File: src/rtl/vco_adc_scheduler_if.sv
// Result handshake between the VCO ADC conversion sequencer and its consumer.
interface vco_adc_scheduler_if #(
    parameter int CNT_W = 16
);
    logic             res_valid;
    logic             res_ready;
    logic [CNT_W-1:0] res_data;
    logic [1:0]       res_ch;

    modport master (output res_valid, res_data, res_ch, input res_ready);
    modport slave  (input res_valid, res_data, res_ch, output res_ready);
endinterface

File: src/rtl/vco_adc_scheduler.sv
// Round-robin conversion sequencer for the VCO ADC channels: settle, integrate,
// capture and hand out one count per enabled channel, optionally sweeping forever.
module vco_adc_scheduler #(
    parameter int NUM_CH = 3,
    parameter int CNT_W  = 16,
    parameter int WIN_W  = 16,
    parameter int SET_W  = 8
) (
    input  logic                clk,
    input  logic                rst_n,
    input  logic                start,
    input  logic                continuous,
    input  logic [NUM_CH-1:0]   ch_mask,
    input  logic [WIN_W-1:0]    win_len,
    input  logic [SET_W-1:0]    settle_len,
    output logic [NUM_CH-1:0]   vco_en,
    output logic                cnt_clr,
    output logic [1:0]          ch_sel,
    input  logic [CNT_W-1:0]    cnt_value,
    output logic                busy,
    output logic                sweep_done,
    vco_adc_scheduler_if.master res_if
);
    typedef enum logic [2:0] {
        ST_IDLE,
        ST_SETTLE,
        ST_INTEG,
        ST_CAPTURE,
        ST_OUTPUT
    } state_t;

    state_t            state_q, state_d;
    logic [NUM_CH-1:0] mask_q, mask_d;
    logic [1:0]        ch_sel_q, ch_sel_d;
    logic [SET_W-1:0]  set_cnt_q, set_cnt_d;
    logic [WIN_W-1:0]  win_cnt_q, win_cnt_d;
    logic [CNT_W-1:0]  res_data_q, res_data_d;
    logic [1:0]        res_ch_q, res_ch_d;
    logic              res_valid_q, res_valid_d;
    logic [NUM_CH-1:0] vco_en_q, vco_en_d;
    logic              cnt_clr_q, cnt_clr_d;
    logic              busy_q, busy_d;
    logic              sweep_done_q, sweep_done_d;

    logic [SET_W-1:0]  settle_load;
    logic [WIN_W-1:0]  win_load;
    logic [NUM_CH-1:0] sel_onehot;
    logic              lo_hit, nx_hit;
    logic [1:0]        lo_idx, nx_idx;

    // A zero length still spends one cycle in the state, so counters never wrap.
    assign settle_load = (settle_len == '0) ? SET_W'(1) : settle_len;
    assign win_load    = (win_len == '0) ? WIN_W'(1) : win_len;

    // Lowest channel of the live mask (new sweep) and next latched channel above ch_sel.
    always_comb begin
        lo_hit = 1'b0;
        lo_idx = 2'd0;
        nx_hit = 1'b0;
        nx_idx = 2'd0;
        for (int i = NUM_CH - 1; i >= 0; i--) begin
            if (ch_mask[i]) begin
                lo_hit = 1'b1;
                lo_idx = 2'(i);
            end
            if (mask_q[i] && (i > int'(ch_sel_q))) begin
                nx_hit = 1'b1;
                nx_idx = 2'(i);
            end
        end
    end

    always_comb begin
        state_d      = state_q;
        mask_d       = mask_q;
        ch_sel_d     = ch_sel_q;
        set_cnt_d    = set_cnt_q;
        win_cnt_d    = win_cnt_q;
        res_data_d   = res_data_q;
        res_ch_d     = res_ch_q;
        sweep_done_d = 1'b0;
        case (state_q)
            ST_IDLE: begin
                if (start && lo_hit) begin
                    mask_d    = ch_mask;
                    ch_sel_d  = lo_idx;
                    set_cnt_d = settle_load;
                    state_d   = ST_SETTLE;
                end
            end
            ST_SETTLE: begin
                if (set_cnt_q <= SET_W'(1)) begin
                    win_cnt_d = win_load;
                    state_d   = ST_INTEG;
                end else begin
                    set_cnt_d = set_cnt_q - SET_W'(1);
                end
            end
            ST_INTEG: begin
                if (win_cnt_q <= WIN_W'(1)) begin
                    state_d = ST_CAPTURE;
                end else begin
                    win_cnt_d = win_cnt_q - WIN_W'(1);
                end
            end
            ST_CAPTURE: begin
                res_data_d = cnt_value;
                res_ch_d   = ch_sel_q;
                state_d    = ST_OUTPUT;
            end
            ST_OUTPUT: begin
                if (res_if.res_ready) begin
                    if (nx_hit) begin
                        ch_sel_d  = nx_idx;
                        set_cnt_d = settle_load;
                        state_d   = ST_SETTLE;
                    end else begin
                        sweep_done_d = 1'b1;
                        if (continuous && lo_hit) begin
                            mask_d    = ch_mask;
                            ch_sel_d  = lo_idx;
                            set_cnt_d = settle_load;
                            state_d   = ST_SETTLE;
                        end else begin
                            state_d = ST_IDLE;
                        end
                    end
                end
            end
            default: state_d = ST_IDLE;
        endcase
    end

    for (genvar gi = 0; gi < NUM_CH; gi++) begin : g_sel
        assign sel_onehot[gi] = (ch_sel_d == 2'(gi));
    end

    // Outputs are decoded from the next state so they register alongside it.
    always_comb begin
        res_valid_d = (state_d == ST_OUTPUT);
        busy_d      = (state_d != ST_IDLE);
        vco_en_d    = ((state_d == ST_SETTLE) || (state_d == ST_INTEG)) ? sel_onehot : '0;
        cnt_clr_d   = !((state_d == ST_INTEG) || (state_d == ST_CAPTURE));
    end

    always_ff @(posedge clk or negedge rst_n) begin
        if (!rst_n) begin
            state_q      <= ST_IDLE;
            mask_q       <= '0;
            ch_sel_q     <= 2'd0;
            set_cnt_q    <= '0;
            win_cnt_q    <= '0;
            res_data_q   <= '0;
            res_ch_q     <= 2'd0;
            res_valid_q  <= 1'b0;
            vco_en_q     <= '0;
            cnt_clr_q    <= 1'b1;
            busy_q       <= 1'b0;
            sweep_done_q <= 1'b0;
        end else begin
            state_q      <= state_d;
            mask_q       <= mask_d;
            ch_sel_q     <= ch_sel_d;
            set_cnt_q    <= set_cnt_d;
            win_cnt_q    <= win_cnt_d;
            res_data_q   <= res_data_d;
            res_ch_q     <= res_ch_d;
            res_valid_q  <= res_valid_d;
            vco_en_q     <= vco_en_d;
            cnt_clr_q    <= cnt_clr_d;
            busy_q       <= busy_d;
            sweep_done_q <= sweep_done_d;
        end
    end

    assign vco_en           = vco_en_q;
    assign cnt_clr          = cnt_clr_q;
    assign ch_sel           = ch_sel_q;
    assign busy             = busy_q;
    assign sweep_done       = sweep_done_q;
    assign res_if.res_valid = res_valid_q;
    assign res_if.res_data  = res_data_q;
    assign res_if.res_ch    = res_ch_q;
endmodule

File: src/flat_wrapper.sv
// flat-port wrapper written by rule: the top's interface ports become plain ports
module vco_adc_scheduler_flat 
#(
    parameter int NUM_CH = 3,
    parameter int CNT_W  = 16,
    parameter int WIN_W  = 16,
    parameter int SET_W  = 8
)
  (clk, rst_n, start, continuous, ch_mask, win_len, settle_len, vco_en, cnt_clr, ch_sel, cnt_value, busy, sweep_done, res_if_res_valid, res_if_res_data, res_if_res_ch, res_if_res_ready);
  vco_adc_scheduler_if #(.CNT_W(CNT_W)) res_if_i ();
  input  logic clk;
  input  logic rst_n;
  input  logic start;
  input  logic continuous;
  input  logic [NUM_CH-1:0] ch_mask;
  input  logic [WIN_W-1:0] win_len;
  input  logic [SET_W-1:0] settle_len;
  output logic [NUM_CH-1:0] vco_en;
  output logic cnt_clr;
  output logic [1:0] ch_sel;
  input  logic [CNT_W-1:0] cnt_value;
  output logic busy;
  output logic sweep_done;
  output wire logic [$bits(res_if_i.res_valid)-1:0] res_if_res_valid;
  output wire logic [$bits(res_if_i.res_data)-1:0] res_if_res_data;
  output wire logic [$bits(res_if_i.res_ch)-1:0] res_if_res_ch;
  input wire logic [$bits(res_if_i.res_ready)-1:0] res_if_res_ready;
  assign res_if_res_valid = res_if_i.res_valid;
  assign res_if_res_data = res_if_i.res_data;
  assign res_if_res_ch = res_if_i.res_ch;
  assign res_if_i.res_ready = res_if_res_ready;
  vco_adc_scheduler #(.NUM_CH(NUM_CH), .CNT_W(CNT_W), .WIN_W(WIN_W), .SET_W(SET_W)) u_core (.clk(clk), .rst_n(rst_n), .start(start), .continuous(continuous), .ch_mask(ch_mask), .win_len(win_len), .settle_len(settle_len), .vco_en(vco_en), .cnt_clr(cnt_clr), .ch_sel(ch_sel), .cnt_value(cnt_value), .busy(busy), .sweep_done(sweep_done), .res_if(res_if_i));
endmodule
File: config.mk
export PLATFORM = sky130hd
export DESIGN_NAME = vco_adc_scheduler_flat
export DESIGN_NICKNAME = d
export VERILOG_FILES = /design/src/rtl/vco_adc_scheduler_if.sv /design/src/rtl/vco_adc_scheduler.sv /design/src/flat_wrapper.sv
export SDC_FILE = /design/constraint.sdc
export NUM_CORES = 1
export LEC_CHECK = 0
export BUFFER_PORTS_ARGS = -buffer_cell sky130_fd_sc_hd__buf_2
export CAP_MARGIN = 20
export CORE_ASPECT_RATIO = 1.75
export CORE_UTILIZATION = 48
export CTS_BUF_LIST = sky130_fd_sc_hd__clkbuf_4 sky130_fd_sc_hd__clkbuf_8 sky130_fd_sc_hd__clkbuf_16
export DETAILED_ROUTE_END_ITERATION = 7
export PLACE_DENSITY = 0.78
export SLEW_MARGIN = 20
export SYNTH_ARGS = -nofsm -noshare
export SYNTH_HDL_FRONTEND = slang
export SYNTH_SLANG_ARGS = --single-unit
File: constraint.sdc
create_clock -name clk -period 2.06 [get_ports clk]
set_clock_uncertainty 0.05 [all_clocks]
set_input_delay 0.206 -clock clk [delete_from_list [all_inputs] [get_ports clk]]
set_output_delay 0.206 -clock clk [all_outputs]
set_load 0.05 [all_outputs]
==> run summary <==
antenna-violating nets left -> 0
Mapped Cells -> 314
Total Power -> 5530 µW
Syn. warnings -> 0
period utilization -> 1.00
Final min period -> 2.06 ns
vias per std cell -> 5.83
crit end category -> flip-flop
MaxCap Viol Count -> 0
area of the mapped netlist -> 3090 µm²
CTS tree -> yes
Vias -> 2954
Yosys reg bits -> 56
core region area -> 6230 µm²
Slew headroom -> 0.586
IO Port Bufs -> 74
first-pass GRT wire length -> 12700 µm
IO Count -> 75
CTS Sinks -> 56
Reg area -> 1410 µm²
Bufs and invs on worst path -> 3
Clock Latency Late Sink -> 0.32 ns
H-tree depth -> 2
GP Congestion -> 0.872
EDFF count, synth -> 0
Critical Path RT -> 2.23 ns
Post-layout nets -> 478
violated checks -> setup timing
power per cell area -> 1370 nW/µm²
top cells by area, synth -> dfrtp_1, mux2_2, a21oi_1
Min Hold Slack -> 0.0608 ns
First DRT Iteration DRCs -> 179
Hold WC Path Type -> in -> reg
most frequent CP cell -> buf_4
root buffer cell -> clkbuf_8
width of the die -> 62.7 µm
diode count -> 0
register area share after synthesis -> 0.454
RSZ-0062 raised after global routing -> true
std cell rows -> 38
Critical Path AT -> 2.23 ns
Synth async-reset ratio -> 1.00
WS Path Type -> reg -> reg
layout cells sized above 1 -> 0.415
DP Wirelength -> 6010 µm
largest net degree at the start of global routing -> 32
critical-path cell list -> nor4_2, buf_4, a41oi_4, buf_4, a41oi_4, buf_4, o21ai_0, o2bb2ai_1
share of the synthesized area in the top cell type -> 0.445
detailed-route DRC error count -> 0
Unique masters post-synth -> 60
Multi-input gate area -> 1630 µm²
Die H -> 108 µm
fillers -> 527
Synth area leader -> dfrtp_1
Pins Over Slew Limit -> 0
WL final -> 8080 µm
crit-path max FO -> 6
GRT Resource Usage Total -> 0.239
largest delay contributor family on the critical path -> compound AO/OA/AOI/OAI gates
worst setup margin -> -0.00125 ns
Worst path max stage delay -> 0.41 ns
Worst path slowest cell -> dfrtp_1
VDD IR-drop max -> 0.835 mV
Pleak -> 0.00180 µW
wire per inst -> 15.9 µm
Final Util -> 0.648
total CTS buffers -> 5
run status -> complete, but fails checks
clock transition at the registers of the reported paths -> 0.10 ns
DR pass1 iterations -> 4
Area growth, synth to finish -> 30.7%
measured slew at the worst slew-check pin -> 0.622 ns
CP startpoint kind -> flip-flop
Synth Area per Inst -> 9.84 µm²
DIE AREA -> 6780 µm²
Hold Fails Final Rpt -> 0
Initial Utilization -> 0.496
global route total overflow -> 0
initial antenna violation count -> 0
syn nets -> 366
number of global-route vias before repair -> 2812
Achievable Freq -> 0.485 GHz
CTS Buffer Depth -> 2
Setup violations, final -> 1
Top FF cell, synth -> dfrtp_1
[cell usage after synthesis, drive strengths merged (3+ instances only)]
master   instances
a211oi           4
a21oi           25
a41oi            3
buf             10
clkbuf           8
dfrtp           55
ha               4
inv             12
mux2            20
nand2           26
nand2b           3
nand3            9
nand4            4
nor2            15
nor3            18
nor3b            5
nor4            10
o211ai           4
o21ai           26
o2bb2ai          6
o31ai            3
o32ai            3
or3              4
or3b             3
[area by class of cell]
cell class,count,share of cell area
clock inverters,3,0.00620
well taps,80,0.0248
repair buffers,123,0.188
inverters,12,0.0112
multi-input cells,228,0.405
clock buffers,5,0.0170
flip-flops and latches,56,0.348
[stage by stage]
| step | instances | setup TNS [ns] | worst slack (ns) | instance area [µm²] |
|---|---|---|---|---|
| floorplan | 314 | 0 | 0.0226 | 3100 |
| global placement | 490 | 0 | 0.0264 | 3790 |
| detailed placement | 490 | 0 | 0.00951 | 3790 |
| CTS | 501 | -0.00311 | -0.00311 | 3920 |
| global route | 507 | -0.288 | -0.0632 | 4040 |
| finish | 507 | -0.00125 | -0.00125 | 4040 |
[cell families (layout without fill, tap and decap cells)]
group	after synthesis	in the layout	share of synthesized area
flops	56	56	0.454
simple gates	106	106	0.196
compound gates	98	98	0.216
mux	20	20	0.0729
fa+ha+maj	4	4	0.0162
buf+inv	30	143	0.0449
[routing by layer]
layer / GRT usage / up-vias / part of all wire
met1: 0.254 / 1457 / 0.37
met2: 0.450 / 69 / 0.57
met3: 0.0306 / 20 / 0.025
li1: - / 1408 / -
met5: 0 / - / 0
met4: 0.128 / 0 / 0.027
[report_power, final]
part / switching [µW] / internal [µW] / total [µW]
Combinational: 1780 / 1150 / 2930
Sequential: 391 / 1580 / 1970
Clock: 381 / 249 / 630
[registers in the layout (all words and copies together) (netlist names), 2 cells and up]
| signal | flops |
|---|---|
| u_core.set_cnt_q | 8 |
| u_core.win_cnt_q | 16 |
| u_core.res_if.res_ch | 2 |
| u_core.mask_q | 2 |
| u_core.ch_sel | 2 |
| u_core.vco_en | 3 |
| u_core.state_q | 3 |
| u_core.res_if.res_data | 16 |
[placed cells by master (no fill, tap or decap), types with 5 or more instances in the layout]
cell type,synthesis,final
a21oi_1,25,25
buf_2,6,74
buf_4,3,45
clkbuf_8,0,5
dfrtp_1,55,53
inv_1,12,11
mux2_2,20,20
nand2_1,26,26
nand3_1,9,9
nor2_1,15,15
nor3_1,17,16
nor4_1,9,7
o21ai_0,25,25
o2bb2ai_1,6,6
[repair_timing]
| item | 4_1_cts | 5_1_grt |
|---|---|---|
| buffers inserted | 2 | 6 |
| hold buffers | 1 | 0 |
| hold endpoints to repair | 24 | 0 |
| pin swaps | 0 | 6 |
| endpoints found under the setup margin | 3 | 24 |
| resized for setup | 3 | 15 |
[worst paths after layout]
check	depth (start not counted)	end	from	slack, ns
hold reg to reg	1	u_core.res_if.res_data[7]$_DFFE_PN0P_	u_core.res_if.res_data[7]$_DFFE_PN0P_	0.46
max in group asynchronous	3	u_core.res_if.res_data[2]$_DFFE_PN0P_	rst_n	1.00
setup / recovery	8	u_core.win_cnt_q[14]$_DFFE_PN0P_	u_core.set_cnt_q[2]$_DFFE_PN0P_	-0.001
setup reg to reg	8	u_core.win_cnt_q[14]$_DFFE_PN0P_	u_core.set_cnt_q[2]$_DFFE_PN0P_	-0.001
min in group asynchronous	2	u_core.set_cnt_q[7]$_DFFE_PN0P_	rst_n	0.37
hold / removal	2	u_core.res_if.res_data[14]$_DFFE_PN0P_	cnt_value[14]	0.06
[worst reg2reg max path, delay by kind of cell, from the launching register on]
family                 cells  cell delay, ns
AOI/OAI and AO/OA          4            0.65
buffers and inverters      3            0.55
and+or+nand+nor            1            0.30
DFF                        1            0.41
Note: power is estimated with default switching activity, not from simulation.
